===== config.mk =====
export PLATFORM = sky130hd
export DESIGN_NAME = memory_be
export DESIGN_NICKNAME = d
export VERILOG_FILES = /design/src/rtl/memory_be.sv
export SDC_FILE = /design/constraint.sdc
export NUM_CORES = 1
export LEC_CHECK = 0
export CAP_MARGIN = 20
export CORE_MARGIN = 3
export CORE_UTILIZATION = 60
export CTS_BUF_LIST = sky130_fd_sc_hd__clkbuf_2
export DETAILED_ROUTE_END_ITERATION = 16
export PLACE_DENSITY = 0.84
export SYNTH_ARGS = -nofsm -noshare
export SYNTH_HDL_FRONTEND = slang
export SYNTH_SLANG_ARGS = --single-unit

===== constraint.sdc =====
create_clock -name clk_i -period 2.6 [get_ports clk_i]
set_clock_uncertainty 0.2 [all_clocks]
set_input_delay 0.39 -clock clk_i [delete_from_list [all_inputs] [get_ports clk_i]]
set_output_delay 0.39 -clock clk_i [all_outputs]
set_load 0.01 [all_outputs]

===== src/rtl/memory_be.sv =====
// -----------------------------------------------------------------------------
// memory_be
//   Single-port word memory with byte-lane write enables and a configurable
//   read latency. Writes complete at the accept edge. A read with READ_LAT > 1
//   holds off new requests until its response has been issued. Any access at
//   or above DEPTH does not touch the memory and raises err_o. For a read, err_o
//   is raised together with rvalid_o and the returned data is zero.
//
// Parameters
//   DEPTH      : number of words (>= 2, any value)
//   WIDTH      : word width in bits (multiple of 8)
//   ADDR_WIDTH : address width
//   READ_LAT   : read latency in cycles (1..4)
//   NBYTES     : number of byte lanes
//
// Ports
//   clk_i    : clock, rising edge
//   rst_i    : synchronous active-high reset; clears the memory and all outputs
//   valid_i  : request valid; accepted when valid_i && ready_o
//   wr_rd_i  : 1 = write, 0 = read
//   addr_i   : word address
//   wdata_i  : write data
//   be_i     : byte enables, bit n covers bits [8n+7:8n]
//   ready_o  : able to accept a request
//   rvalid_o : one-cycle read-response strobe
//   rdata_o  : read data, held between responses
//   err_o    : one-cycle out-of-range strobe
// -----------------------------------------------------------------------------
module memory_be #(
    parameter int DEPTH      = 16,
    parameter int WIDTH      = 32,
    parameter int ADDR_WIDTH = $clog2(DEPTH),
    parameter int READ_LAT   = 2,
    parameter int NBYTES     = WIDTH / 8
) (
    input  logic                  clk_i,
    input  logic                  rst_i,
    input  logic                  valid_i,
    input  logic                  wr_rd_i,
    input  logic [ADDR_WIDTH-1:0] addr_i,
    input  logic [WIDTH-1:0]      wdata_i,
    input  logic [NBYTES-1:0]     be_i,
    output logic                  ready_o,
    output logic                  rvalid_o,
    output logic [WIDTH-1:0]      rdata_o,
    output logic                  err_o
);

    typedef enum logic {
        IDLE,
        RD_WAIT
    } state_t;

    // One extra bit so DEPTH itself is representable when DEPTH is a power of two.
    localparam logic [ADDR_WIDTH:0] DEPTH_EXT = (ADDR_WIDTH + 1)'(DEPTH);
    // Wait cycles remaining after the accept edge, minus the response edge.
    localparam logic [2:0] CNT_INIT = (READ_LAT > 1) ? 3'(READ_LAT - 2) : 3'd0;

    logic [WIDTH-1:0]      r_mem [DEPTH];
    state_t                r_state;
    state_t                w_state_nxt;
    logic [2:0]            r_cnt;
    logic [2:0]            w_cnt_nxt;
    logic [ADDR_WIDTH-1:0] r_addr;
    logic                  r_ready;
    logic                  r_rvalid;
    logic                  r_err;
    logic [WIDTH-1:0]      r_rdata;

    logic                  w_accept;
    logic                  w_wr_in_range;
    logic                  w_respond;
    logic [ADDR_WIDTH-1:0] w_resp_addr;
    logic                  w_resp_in_range;
    logic [WIDTH-1:0]      w_resp_data;

    assign w_accept      = valid_i && r_ready;
    assign w_wr_in_range = ({1'b0, addr_i} < DEPTH_EXT);

    // Next-state logic. w_respond marks the edge at which a read response is
    // registered; w_resp_addr is the address that response is served from.
    always_comb begin
        w_state_nxt = r_state;
        w_cnt_nxt   = r_cnt;
        w_respond   = 1'b0;
        w_resp_addr = addr_i;
        case (r_state)
            IDLE: begin
                if (w_accept && !wr_rd_i) begin
                    if (READ_LAT == 1) begin
                        w_respond = 1'b1;
                    end else begin
                        w_state_nxt = RD_WAIT;
                        w_cnt_nxt   = CNT_INIT;
                    end
                end
            end
            RD_WAIT: begin
                w_resp_addr = r_addr;
                if (r_cnt == 3'd0) begin
                    w_respond   = 1'b1;
                    w_state_nxt = IDLE;
                end else begin
                    w_cnt_nxt = r_cnt - 3'd1;
                end
            end
            default: begin
                w_state_nxt = IDLE;
            end
        endcase
    end

    assign w_resp_in_range = ({1'b0, w_resp_addr} < DEPTH_EXT);
    assign w_resp_data     = w_resp_in_range ? r_mem[w_resp_addr] : '0;

    always_ff @(posedge clk_i) begin
        if (rst_i) begin
            r_state  <= IDLE;
            r_cnt    <= '0;
            r_addr   <= '0;
            r_ready  <= 1'b0;
            r_rvalid <= 1'b0;
            r_err    <= 1'b0;
            r_rdata  <= '0;
            for (int unsigned i = 0; i < DEPTH; i++) begin
                r_mem[ADDR_WIDTH'(i)] <= '0;
            end
        end else begin
            r_state  <= w_state_nxt;
            r_cnt    <= w_cnt_nxt;
            r_ready  <= (w_state_nxt == IDLE);
            r_rvalid <= w_respond;
            // A response and a write accept never share an edge, so the two
            // error sources are mutually exclusive.
            r_err    <= w_respond ? !w_resp_in_range
                                  : (w_accept && wr_rd_i && !w_wr_in_range);
            if (w_respond) begin
                r_rdata <= w_resp_data;
            end
            if (w_accept) begin
                r_addr <= addr_i;
            end
            if (w_accept && wr_rd_i && w_wr_in_range) begin
                for (int unsigned b = 0; b < NBYTES; b++) begin
                    if (be_i[b]) begin
                        r_mem[addr_i][8*b +: 8] <= wdata_i[8*b +: 8];
                    end
                end
            end
        end
    end

    assign ready_o  = r_ready;
    assign rvalid_o = r_rvalid;
    assign rdata_o  = r_rdata;
    assign err_o    = r_err;

endmodule


After elaboration in Yosys (flattened, before gate mapping)
Memory sizes are Yosys's and may differ from the RTL's. A register that Yosys moved wholly into a read port is not among the register bits.
Cells that the tools add are included.
Word-level totals
  logic and storage cells: 48
  input port bits: 44
  bits in registers: 10
  memories kept: 1
  bits in latches: 0
  bits in writable memories: 512
  bits in read-only memories: 0
  output and inout port bits: 35
Operators by class
  muxes and demuxes: 30
  div/mod/pow operators: 0
  reduce and logical (&&, ||, !) cells: 7
  bitwise operators: 2
  equality and inequality tests: 2
  shifts and indexed selects: 0
  $lt $le $gt $ge: 0
  add/sub/neg operators: 1
  multiply operators: 0
Memory list
  r_mem: words 16, width 32, rd ports 1, clocked after Yosys merged registers in 1, wr ports 16, RTL line 59  | logic [WIDTH-1:0] r_mem [DEPTH];
Operators with widths (number)
  32-bit 2-to-1 mux: 1
  32-bit OR reduction: 1
  1-bit 2-to-1 mux: 22
  4-bit 2-to-1 mux: 3
  3-bit 2-to-1 mux: 2
  3-bit one-hot mux with 2 select lines: 1
  2-bit inequality test, second input constant: 2
  1-bit logical AND: 3
  3-bit zero test: 1
  3-bit by 1-bit subtractor with 3-bit output, second input constant: 1
  1-bit inverter: 2
  1-bit one-hot mux with 2 select lines: 1
  2-bit AND reduction: 1
  1-bit zero test: 1

Longest topological paths before layout
Gate-level depths: netlist (run 1).
  depth after elaboration: 7
  mapped depth: 8
  mapped depth without buffers: 7

Least setup slack after synthesis (run 1)
Ideal clock, no wire load.
  kind: register to register
  start point: register r_ready, in the netlist ready_o
  end point: memory r_mem[4][0], enable pin
  library setup time: 0.309 ns
  cell stages (with the launch flop): 7
  required time: 2.091 ns
  arrival time: 1.723 ns
  path buffers: 1
  period minus slack after synthesis: 2.233 ns
  setup slack: 0.367 ns
  cell sequence: dfxtp_1 nand2_1 nor3b_2 nand2_1 buf_2 nor2_1 or2_2
RTL lines
  start, declared: RTL line 65  | logic r_ready;
  start signal, assigned: RTL line 131  | r_ready <= (w_state_nxt == IDLE);
  end, declared: RTL line 59

==> metrics.txt, run 1 <==
outcome=complete, no violations; Netlist cell types=37; Die Ht=between 200 and 250 µm; drt wl/cell=about 22 µm; # fillers=between 3,000 and 4,000; CORE AREA=approximately 48,000 µm²; worst reg2reg path depth=10; Final Hold Fails=0; Die X=227 µm; H-tree lvl count=4; number of global-route vias before repair=23,700; dpl ws=-0.415 ns; Starting Density=about 60%; Multi-input gate area=approximately 12,000 µm²; # nets final=3,126; Post-Route WL=~85,000 µm; Worst Tran Pin Value=approximately 0.95 ns; Critical Path Max Stage Delay=roughly 0.55 ns; full die area=51,700 µm²; ranking of synthesized cells by area=edfxtp_1 (52%), nor2b_1 (11%), and2_1 (11%); share of post-route cells with drive strength above 1=a little under 20%; number of port buffers=77; root buffer cell=clkbuf_2; I/O Pins=79; final worst-path setup slack=roughly 0.066 ns; Pleak=~13 nW; Post-synth top cells=nor2b_1 (516), and2_1 (512), edfxtp_1 (512); num rows=80; DP HPWL=~54,000 µm; Tmin final=~2.5 ns; sequential area share after synthesis=roughly 55%; setup slack, reg-to-reg=roughly 0.066 ns; Post-Syn Area per Cell=approximately 11 µm²; clock sink count=~550; Tot GR Track Use=33.0%; f_max=~0.4 GHz; EDFF count, synth=roughly 510; clock latency on the worst-skew pair=1.37 ns; CP max FO=16; worst r2r dst=r_mem[12][28]; initial antenna violation count=10; Worst Setup End Kind=flop; grt total ovfl=0; CP startpoint=ready_o; ys flop type=edfxtp_1; Synth top area share=roughly 52%; Routability Congestion=just under 0.9; asr flop ratio synth=0%; CTS clock-pin slew for the worst setup and hold paths=around 0.1 ns; RR Startpoint=ready_o; worst hold path startpoint=wdata_i[23]; area of the mapped netlist=a little under 30,000 µm²; PwrDens=around 560 nW/µm²; most used cell, CP=buf_4; Worst EP arrival=around 3.6 ns; first-pass GRT wire length=129,000 µm; post-route clock period utilization=a little over nine tenths; most common cell in the synthesized netlist=nor2b_1; Hold Path Depth=2; DRC violations left=0; crit path cell chain=buf_4 -> nand2_1 -> nor3b_2 -> buf_4 -> nand2_1 -> buf_12 -> nor2_4 -> buf_4 -> and2_1 -> dlygate4sd3_1; Cells after Synth=approximately 2,800; relative slew slack=a little over a third; final setup TNS=0 ns; type of the worst setup path=flop to flop; worst path required time=between 3 and 4 ns; storage element area=between 15,000 and 20,000 µm²; CP max-delay cell=dlygate4sd3_1; drt initial violations=~2,700; Detailed Routing Iterations Pass 1=6; vias=between 20,000 and 25,000; # Max-Cap Violations=0; area leader, netlist=edfxtp_1; VDD IR max=between 0.3 and 0.4 mV; largest net degree at the start of global routing=around 110; vias per inst=approximately 6.2; Yosys warning total=0; Final Slew Violations=0; Startpoint Class=flop; hold crit path type=input pin to flop; post-route ant nets=0; total CTS buffers=between 100 and 150; clock buffer depth=3; CTS tree=built; Core Util, Final=between 70% and 80%; Seq cells post-synth=554; Syn Nets=~2,800; Area Growth Syn to Fin=15.9%; Hold Crit Endpoint=r_mem[5][23]; Final setup viols=0
==> critical path, delay by kind of cell, from the launching register on <==
kind | cells | cell delay (ns)
AND/OR/NAND/NOR | 5 | 0.67
flip-flops | 1 | 0.36
buffers and inverters | 5 | 1.22
==> state kept, by name (all words and copies together), names as in the netlist <==
signal / flops
r_mem: 512
ready_o: 1
r_state: 1
rdata_o: 32
r_addr: 4
r_cnt: 3
rvalid_o: 1
==> per-layer routing <==
metal  up-vias  global-route usage [%]  part of all wire (%)  routed length [µm]
li1      10500                       -                     -                   -
met1     11300                    41.0                    37               31700
met3       287                    7.66                    10                8590
met4         4                    18.5                   4.7                3970
met5         -                       0                 0.033                  28
met2      1407                    53.7                    48               40500
==> area by class of cell <==
| class | instances | area share (%) |
|---|---|---|
| multi-input combinational | 2029 | 36.4 |
| timing repair buffer | 348 | 9.28 |
| inverter | 4 | 0.0440 |
| antenna | 11 | 0.0808 |
| clock inverter | 61 | 1.24 |
| tap | 615 | 2.26 |
| clock buffer | 201 | 2.95 |
| sequential | 554 | 47.8 |
==> power breakdown <==
| part | leakage [nW] | internal (mW) | switching [mW] |
|---|---|---|---|
| Sequential | 5.70 | 9.99 | 0.149 |
| Clock | 1.05 | 2.81 | 3.72 |
| Combinational | 6.28 | 0.904 | 1.45 |
==> cells in the final DEF (no fill, tap or decap), types with 2 or more instances in the layout <==
| cell type | instances |
|---|---|
| a21oi_1 | 8 |
| a221oi_1 | 63 |
| a311oi_1 | 32 |
| and2_1 | 512 |
| buf_12 | 28 |
| buf_2 | 29 |
| buf_4 | 190 |
| bufinv_16 | 7 |
| clkbuf_2 | 202 |
| clkdlybuf4s15_2 | 4 |
| clkdlybuf4s50_1 | 41 |
| clkinv_1 | 40 |
| clkinv_2 | 7 |
| dfxtp_1 | 8 |
| dfxtp_2 | 21 |
| dfxtp_4 | 13 |
| diode_2 | 11 |
| dlygate4sd3_1 | 52 |
| edfxtp_1 | 512 |
| ha_1 | 2 |
| inv_1 | 4 |
| inv_2 | 7 |
| nand2_1 | 149 |
| nand2b_1 | 128 |
| nand2b_4 | 2 |
| nand3_1 | 11 |
| nand3b_1 | 2 |
| nand4_1 | 65 |
| nor2_1 | 67 |
| nor2_2 | 37 |
| nor2_4 | 2 |
| nor2b_1 | 515 |
| nor3_1 | 32 |
| o21ai_0 | 66 |
| o22ai_1 | 256 |
| or2_2 | 64 |
==> timing repair <==
action / in CTS / in global routing
hold buffers: 52 / 0
endpoints found under the hold margin: 1066 / 0
endpoints found under the setup margin: 35 / 31
setup buffers: 4 / 0
gates resized for setup: 172 / 14
gates cloned: 0 / 1
==> metrics by stage <==
stage	area, µm²	total power [mW]	std cells	hold slack, ns
after CTS	34000	19.0	3811	0.00279
after floorplan	29400	11.6	2792	0.244
after detailed placement	32100	12.6	3493	0.296
final	34100	19.0	3823	0.0997
after global routing	34100	19.8	3823	-0.00467
after global placement	32100	12.5	3493	0.266
==> worst max path at each step <==
stage	endpoint	slack, ns	depth (start not counted)
3_3_place_gp	rdata_o[14]	-0.42	8
6_report	r_mem[12][28]	0.07	10
3_5_place_dp	rdata_o[14]	-0.41	8
4_1_cts	rdata_o[2]	0.0001	1
2_1_floorplan	r_mem[4][0]	0.37	6
5_1_grt	rdata_o[9]	-0.01	1
==> logic make-up after synthesis <==
logic type / Yosys count / share of synthesized area [%]
buffers and inverters: 209 / 3.09
flip-flops: 554 / 55.1
adder cells (fa/ha/maj): 2 / 0.0851
other: 1 / 0.0128
AO/OA/AOI/OAI: 430 / 9.66
multiplexers: 2 / 0.0978
AND/OR/NAND/NOR: 1594 / 31.9
(Power assumes the default switching activity.)
==> inputs of run 2 (changes only) <==
- REMOVE_ABC_BUFFERS: unset -> 1
==> run 2 against run 1 <==
Power decreased by 3.4%; critical path depth decreased by 3; clock-buffer cell count increased by 5; global-route usage decreased by 0.95 points; register-to-register slack about the same; largest power group unchanged.
==> metrics.txt, run 2 (same netlist as run 1, synthesis figures left out) <==
P_sw=roughly 5 mW; VDD IR max=about 0.37 mV; worst path buffer plus inverter count=4; hold crit path type=input pin to flop; drt wl/cell=~22 µm; # Max-Cap Violations=0; largest net degree at the start of global routing=115; vias=approximately 23,000; worst path required time=between 3 and 4 ns; crit path cell chain=buf_6 -> clkinvlp_4 -> o21ai_0 -> dlygate4sd3_1 -> nand2_1 -> nor2_1 -> dlygate4sd3_1; most common cell after layout, fill and taps aside=nor2b_1; clock latency on the worst-skew pair=1.32 ns; Detailed Routing Iterations Pass 1=6; clock buffer depth=3; worst hold path startpoint=be_i[0]; final setup TNS=0 ns; root buffer cell=clkbuf_2; Worst Tran Pin Value=0.947 ns; drt initial violations=between 2,000 and 2,500; Worst Setup End Kind=flop; # fillers=roughly 3,400; post-route clock period utilization=97.6%; post-route ant nets=0; number of port buffers=77; Final setup viols=0; dpl ws=-0.145 ns; Multi-input gate area=between 10,000 and 15,000 µm²; clock sink count=around 550; Starting Density=about 60%; max reg flops=512; hold slack final=approximately 0.16 ns; Area Growth Syn to Fin=15.2%; Final Slew Violations=0; PwrDens=543 nW/µm²; Hold Path Depth=6; type of the worst setup path=flop to flop; worst reg2reg path depth=7; vias per inst=between 6 and 7; H-tree lvl count=4; DRC violations left=0; outcome=complete, no violations; grt total ovfl=0; RSZ-0062 raised after global routing=yes; CTS tree=built; Worst EP arrival=around 3.6 ns; storage element area=around 16,000 µm²; # nets final=3,117; Sw Ratio=between 20% and 30%; most used cell, CP=dlygate4sd3_1; total CTS buffers=roughly 140; worst r2r dst=r_state; number of global-route vias before repair=22,200; Routability Congestion=0.973; final worst-path setup slack=0.0616 ns; initial antenna violation count=3; fin area=33,900 µm²; CTS clock-pin slew for the worst setup and hold paths=around 0.12 ns; CP max-delay cell=dlygate4sd3_1; sequential group share of total power=a little under three fifths; most frequent cells in the layout=nor2b_1 (516), and2_1 (512), edfxtp_1 (512); setup slack, reg-to-reg=0.06 ns; RR Startpoint=r_state; Startpoint Class=flop; Cell Area, Placed=between 30,000 and 40,000 µm²; num rows=80; Post-Route WL=82,400 µm; full die area=51,700 µm²; share of post-route cells with drive strength above 1=between 10% and 20%; CP delay by family, top=buffers and inverters; Tmin final=~2.5 ns; Final Power=~18 mW; Tot GR Track Use=about 32%; Critical Path Max Stage Delay=approximately 0.65 ns; Hold Crit Endpoint=r_mem[13][4]; Final Hold Fails=0; I/O Pins=79; DP HPWL=~55,000 µm; Die X=around 230 µm; Die Ht=227 µm; Pleak=between 10 and 15 nW; combinational power share=between 10% and 20%; first-pass GRT wire length=~120,000 µm; CORE AREA=about 48,000 µm²; clock share of power=about a third; f_max=just under 0.4 GHz; Biggest register=r_mem; CP max FO=10; Pint=about 13 mW; relative slew slack=a little under two fifths
run 2: per-layer routing:
layer	global-route usage, %	routed length [µm]	vias up
met5	0	16	-
met4	14.8	3150	2
met3	7.22	7640	238
met2	52.2	39200	1234
met1	41.3	32400	11100
li1	-	-	10500
run 2: layout make-up:
class,count,share of cell area [%]
Sequential cell,554,48.0
Multi-Input combinational cell,2029,36.5
Timing Repair Buffer,345,9.46
Clock buffer,206,3.04
Tap cell,615,2.27
Clock inverter,43,0.650
Inverter,4,0.0554
Antenna cell,6,0.0443
run 2: worst reg2reg max path: stages, from the launching register on:
cell	delay (ns)
dfxtp_2	0.38
buf_6	0.19
clkinvlp_4	0.16
o21ai_0	0.09
dlygate4sd3_1	0.65
nand2_1	0.13
nor2_1	0.12
dlygate4sd3_1	0.56
run 2: worst max path at each step:
stage / start / end / cells after the start
after CTS: ready_o / ready_o / 2
after global routing: r_state / r_state / 7
after floorplan: r_addr[0] / rdata_o[0] / 4
after detailed placement: addr_i[2] / rdata_o[24] / 9
after global placement: addr_i[2] / rdata_o[23] / 9
final: r_state / r_state / 7
run 2: power by group through the flow:
stage	clock [mW]	combinational [mW]	sequential, mW
after floorplan	0	1.16	10.3
after global placement	0	2.24	10.3
after detailed placement	0	2.30	10.3
after CTS	5.92	2.34	10.1
after global routing	6.39	2.54	10.2
final	5.85	2.39	10.1
run 2: repair_timing:
item	in CTS	in global routing
setup endpoints to repair	34	2
resized for setup	172	3
endpoints found under the hold margin	1066	0
hold buffers	44	0
setup buffers	6	3
run 2: through the flow:
stage / utilization (%) / instances
6_report: 70.5 / 3802
5_1_grt: 70.5 / 3802
4_1_cts: 70.4 / 3793
3_5_place_dp: 67.0 / 3494
3_3_place_gp: 67.0 / 3494
2_1_floorplan: - / 2587
